### src/rtl/ym2149_bus_responder.sv
`default_nettype none
// ============================================================================
// Module   : ym2149_bus_responder
// Purpose  : Responder side of the YM2149 BDIR/BC1/DA bus. It samples the bus
//            phase every clock and holds the 16-entry PSG register file, with
//            per-register bit masks. It also provides high-nibble chip select,
//            I/O ports A/B and the registered read-back path.
// Revision : 1.0 - initial release
// ----------------------------------------------------------------------------
// Ports
//   cpu_clock   in   1   system clock, bus sampled on rising edge
//   reset       in   1   asynchronous, active-low reset
//   bdir, bc1   in   1   bus mode {bdir,bc1}: 00 idle, 01 read, 10 write, 11 latch
//   da_in       in   8   DA bus value from the CPU side
//   da_out      out  8   read data (8'h00 whenever da_oe=0)
//   da_oe       out  1   da_out drives the DA bus
//   ioa_in      in   8   port A pins
//   iob_in      in   8   port B pins
//   ioa_out     out  8   R14 when R7[6]=1, else 8'h00
//   iob_out     out  8   R15 when R7[7]=1, else 8'h00
//   regs_flat   out 128  masked register image, R0 at [7:0] .. R15 at [127:120]
//   env_restart out  1   one-cycle pulse after a committed write to R13
// ============================================================================
module ym2149_bus_responder #(
  parameter logic [3:0] CHIP_ADDR  = 4'h0,
  parameter logic       ADDR_CHECK = 1'b1
) (
  input  logic         cpu_clock,
  input  logic         reset,
  input  logic         bdir,
  input  logic         bc1,
  input  logic [7:0]   da_in,
  output logic [7:0]   da_out,
  output logic         da_oe,
  input  logic [7:0]   ioa_in,
  input  logic [7:0]   iob_in,
  output logic [7:0]   ioa_out,
  output logic [7:0]   iob_out,
  output logic [127:0] regs_flat,
  output logic         env_restart
);

  // State encoding equals the bus mode, so next state is the sampled mode.
  typedef enum logic [1:0] {
    ST_IDLE  = 2'b00,
    ST_READ  = 2'b01,
    ST_WRITE = 2'b10,
    ST_LATCH = 2'b11
  } state_t;

  state_t      state;
  state_t      mode;
  logic [7:0]  da_q;       // da_in from the most recent cycle of the current phase
  logic [3:0]  addr;
  logic        selected;
  logic [7:0]  regs [16];
  logic [7:0]  read_val;
  logic        reading;

  assign mode    = state_t'({bdir, bc1});
  assign reading = (state == ST_READ) && selected;

  function automatic logic [7:0] reg_mask(input logic [3:0] a);
    case (a)
      4'd1, 4'd3, 4'd5, 4'd13:  reg_mask = 8'h0F;
      4'd6, 4'd8, 4'd9, 4'd10:  reg_mask = 8'h1F;
      default:                  reg_mask = 8'hFF;
    endcase
  endfunction

  // Port registers read back the pins when the port is configured as input.
  always_comb begin
    read_val = regs[addr];
    if (addr == 4'd14 && !regs[7][6]) read_val = ioa_in;
    if (addr == 4'd15 && !regs[7][7]) read_val = iob_in;
  end

  always_ff @(posedge cpu_clock or negedge reset) begin
    if (!reset) begin
      state       <= ST_IDLE;
      da_q        <= 8'h00;
      addr        <= 4'h0;
      selected    <= 1'b1;
      env_restart <= 1'b0;
      da_oe       <= 1'b0;
      da_out      <= 8'h00;
      for (int i = 0; i < 16; i++) regs[i] <= 8'h00;
    end else begin
      state       <= mode;
      da_q        <= da_in;
      env_restart <= 1'b0;

      // A phase acts when it ends, using the value captured on its last cycle.
      if (state != mode) begin
        case (state)
          ST_LATCH: begin
            addr     <= da_q[3:0];
            selected <= !ADDR_CHECK || (da_q[7:4] == CHIP_ADDR);
          end
          ST_WRITE: begin
            if (selected) begin
              regs[addr] <= da_q & reg_mask(addr);
              if (addr == 4'd13) env_restart <= 1'b1;
            end
          end
          default: ;
        endcase
      end

      // Driven one cycle after READ is entered, released one cycle after it ends.
      da_oe  <= reading;
      da_out <= reading ? read_val : 8'h00;
    end
  end

  assign ioa_out = regs[7][6] ? regs[14] : 8'h00;
  assign iob_out = regs[7][7] ? regs[15] : 8'h00;

  for (genvar gi = 0; gi < 16; gi++) begin : g_flat
    assign regs_flat[8*gi +: 8] = regs[gi];
  end

endmodule
`default_nettype wire

### config.mk
export PLATFORM = sky130hd
export DESIGN_NAME = ym2149_bus_responder
export DESIGN_NICKNAME = d
export VERILOG_FILES = /design/src/rtl/ym2149_bus_responder.sv
export SDC_FILE = /design/constraint.sdc
export NUM_CORES = 1
export LEC_CHECK = 0
export BUFFER_PORTS_ARGS = -buffer_cell sky130_fd_sc_hd__buf_2
export CAP_MARGIN = 20
export CELL_PAD_IN_SITES_DETAIL_PLACEMENT = 1
export CELL_PAD_IN_SITES_GLOBAL_PLACEMENT = 1
export CORE_ASPECT_RATIO = 1.4
export CORE_UTILIZATION = 46
export CTS_CLUSTER_SIZE = 10
export DETAILED_ROUTE_END_ITERATION = 10
export GPL_TIMING_DRIVEN = 0
export PLACE_DENSITY = 0.95
export SLEW_MARGIN = 20
export SYNTH_ARGS = -nofsm -noshare
export SYNTH_HDL_FRONTEND = slang
export SYNTH_SLANG_ARGS = --single-unit
### constraint.sdc
create_clock -name cpu_clock -period 6.5 [get_ports cpu_clock]
set_input_delay 0.65 -clock cpu_clock [delete_from_list [all_inputs] [get_ports cpu_clock]]
set_output_delay 0.65 -clock cpu_clock [all_outputs]
set_load 0.05 [all_outputs]
==> metrics.csv <==
stage,metric,value,unit
pwr,p_seq_share,41.6,%
yosys,synthesis.area,7230,um^2
critical_path,end_kind,flip-flop,
critical_path,worstPathArrival,3.29,ns
placed_design,hpwl,19200,um
pwr,ir_drop,144,uV
global_routing,overflow,0,
clock_network,clkTransAtPathRegs,0.08,ns
drt,drt_first_pass_iters,4,
die,dieWidth,108,um
die,start_util,47.6,%
critical_path,r2r_end,regs_flat[62]$_DFFE_PN0P_,
critical_path,reg2reg_from,addr[1]$_DFFE_PN0P_,
critical_path,worst-r2r-cell-count,9,
timing,post-route-period-util,45.0,%
cells_and_area,syn2layout_area_growth,23.9,%
yosys,async_reset_ff_share,100,%
clock_network,ctsHoldBuffers,0,
global_routing,grt_pass1_wl,42800,um
die,die_area,16200,um^2
yosys,ys_top_cells_by_area,"dfrtp_1 (53%), mux2_2 (21%), mux2i_1 (6.0%)",
yosys,yosysWarningCount,0,
yosys,synth-compound-area-share,5.99,%
drt,detail-route-antenna-nets,0,
cells_and_area,diodes,0,
status,outcome,"finished, final reports clean",
clock_network,cts.path.max_buffers,2,
cells_and_area,num-nets-final,750,
yosys,synthTopCellsByCount,"dfrtp_1 (152), mux2_2 (132), mux2i_1 (43)",
clock_network,cts_resized,0,
pwr,p_clk_share,38.4,%
yosys,synthDistinctLibCells,47,
placed_design,post-place-cells,890,
timing,rsz0062_at_grt,false,
timing,tightestPinTransition,0.753,ns
clock_network,cts_sinks,153,
pwr,switching_share,34.2,%
clock_network,cts_root_buf,clkbuf_16,
cells_and_area,layout-drive-gt1-share,53.7,%
yosys,synth_xor_area_share,0.121,%
clock_network,postCtsSetupRepairBufs,0,
cells_and_area,fin_cells,922,
die,fp-row-count,53,
die,die_h,150,um
timing,max-slew-margin-rel,49.8,%
critical_path,path_class,flip-flop to flip-flop,
global_routing,antenna_found_initial,0,
yosys,synth_edf_count,0,
pwr,p_comb_share,19.9,%
drt,wl_per_cell,31.3,um
job,maxCapViolCount,0,
pwr,p_int,1.63,mW
clock_network,clock_latency,0.45,ns
pwr,power.switching,846,uW
cells_and_area,fillers,1570,
pwr,power_density,276,nW/um^2
yosys,syn-instance-count,516,
critical_path,crit_required,6.87,ns
drt,totalWireLength,28800,um
placed_design,gp_congestion,0.938,
yosys,synth_top_cell_area_share,52.6,%
timing,max_freq,342,MHz
timing,post-route-min-period,2.93,ns
placed_design,port_buffers,181,
timing,slew_viol_final,0,
global_routing,grt_pass1_vias,6357,
yosys,yosysSeqAreaShare,53.0,%
yosys,synth_top_cell_by_area,dfrtp_1,
yosys,synth_most_common_cell,dfrtp_1,
critical_path,r2r_slack,3.57,ns
critical_path,cp_max_fo,10,
timing,hold_viol_final,0,
yosys,syn-num-nets,549,
drt,drtIter0Drc,466,
pwr,leakage,4.77,nW
die,core_area,15200,um^2
die,num_io_pins,182,
drt,vias,5894,
timing,skew,0.0201,ns
clock_network,h-tree-depth,4,
yosys,synth.area.mux_share,30.1,%
global_routing,grt_use_total,37.7,%
drt,drt-vias-per-instance,6.39,
clock_network,cts_tree,built,
yosys,yosys_most_used_dff,dfrtp_1,
min_path,hp-class,primary input to async pin,
global_routing,grt_start_max_net_pins,102,
yosys,postSynthAreaPerCell,14.0,um^2
clock_network,numCtsBuffers,17,
yosys,synth-simple-area-share,7.08,%
timing,setup_violations,0,
timing,totalNegativeSetupSlack,0,ns
yosys,synth-seq-cells,153,
drt,drc,0,
yosys,synthAdderAreaFrac,0.866,%
critical_path,startpoint_type,flip-flop,
yosys,synth_top_family_by_area,multiplexers,
==> area by class of cell <==
type | instances | area (um^2) | area share, %
Timing Repair Buffer | 182 | 943 | 10.5
Buffer | 33 | 189 | 2.11
Inverter | 5 | 18.8 | 0.210
Multi-Input combinational cell | 325 | 3190 | 35.6
Clock inverter | 14 | 116 | 1.30
Sequential cell | 153 | 3830 | 42.8
Tap cell | 192 | 240 | 2.68
Clock buffer | 18 | 429 | 4.79
==> per-stage QoR <==
stage | util, % | power (mW) | hold WS (ns) | worst slack, ns | instance area [um^2]
floorplan | - | 1.34 | 0.354 | 4.39 | 7230
global placement | 55.1 | 1.47 | 0.505 | 2.76 | 8370
detailed placement | 55.4 | 1.51 | 0.515 | 3.70 | 8410
CTS | 59.0 | 2.45 | 0.133 | 3.66 | 8950
global route | 59.0 | 2.53 | 0.137 | 3.49 | 8950
finish | 59.0 | 2.47 | 0.115 | 3.57 | 8950
==> placed cells by master (no fill, tap or decap), types with 3 or more instances in the layout <==
cell type   synthesis  final
nand2_1            16     16
nor2b_2             3      3
buf_2              12    192
clkbuf_1           10     11
nor2b_1             3      3
nand4_2             3      3
nor2_2              9      9
inv_6               0      3
a22oi_1             8      8
nor3_4              3      3
nand2b_1            5      5
dfrtp_1           152    152
a21oi_1             9      9
o221ai_1            8      8
buf_6               3      3
mux2_2            132    132
ha_1                5      5
o21ai_0             9      9
mux2i_1            43     43
clkinv_4            0      4
clkbuf_16           0     17
a221oi_1            5      5
inv_1               5      5
a211oi_1            7      7
o2bb2ai_1           6      6
mux4_1              8      8
clkinvlp_4          0      3
clkbuf_2            4      4
and2_1             17     17
buf_4               3      3
==> cell families after synthesis <==
kind of cell,after synthesis
mux,185
flops,153
simple gates,77
compound gates,57
buf+inv,38
fa+ha+maj,5
xor+xnor,1
==> registers in the layout (all words and copies together) (netlist names) <==
signal and count:
regs_flat 128, state 2, da_oe 1, addr 4, da_out 8, da_q 8, env_restart 1, selected 1
==> routing by layer <==
layer  GRT usage, %  up-vias  routed length (um)
li1               -     2326                   -
met1           44.1     2999               10200
met2           60.8      408               14200
met3           8.87      161                2080
met4           26.6        0                2350
met5              0        -                   0
==> power groups by stage <==
stage	clock [mW]	sequential [mW]	combinational [mW]
after floorplan	0	1.13	0.209
after global placement	0	1.04	0.438
after detailed placement	0	1.04	0.466
after CTS	0.946	1.03	0.481
after global routing	0.991	1.03	0.507
final	0.950	1.03	0.492
==> worst max-delay path by stage <==
stage	from	end	slack [ns]	cells after the start
floorplan	addr[1]$_DFFE_PN0P_	regs_flat[76]$_DFFE_PN0P_	4.39	8
global placement	reset	regs_flat[66]$_DFFE_PN0P_	2.76	1
detailed placement	addr[1]$_DFFE_PN0P_	regs_flat[52]$_DFFE_PN0P_	3.70	8
CTS	addr[1]$_DFFE_PN0P_	regs_flat[62]$_DFFE_PN0P_	3.66	9
global route	addr[1]$_DFFE_PN0P_	regs_flat[62]$_DFFE_PN0P_	3.49	9
finish	addr[1]$_DFFE_PN0P_	regs_flat[62]$_DFFE_PN0P_	3.57	9
==> worst max-delay path, stage by stage (launching register included) <==
cell and delay, ns:
dfrtp_1 0.41, buf_4 0.23, buf_2 0.38, inv_1 0.21, ha_1 0.33, inv_1 0.10, o221ai_2 0.16, nor2b_2 0.37
clkbuf_2 0.40, mux2_2 0.23
Note: power is estimated with default switching activity, not from simulation.
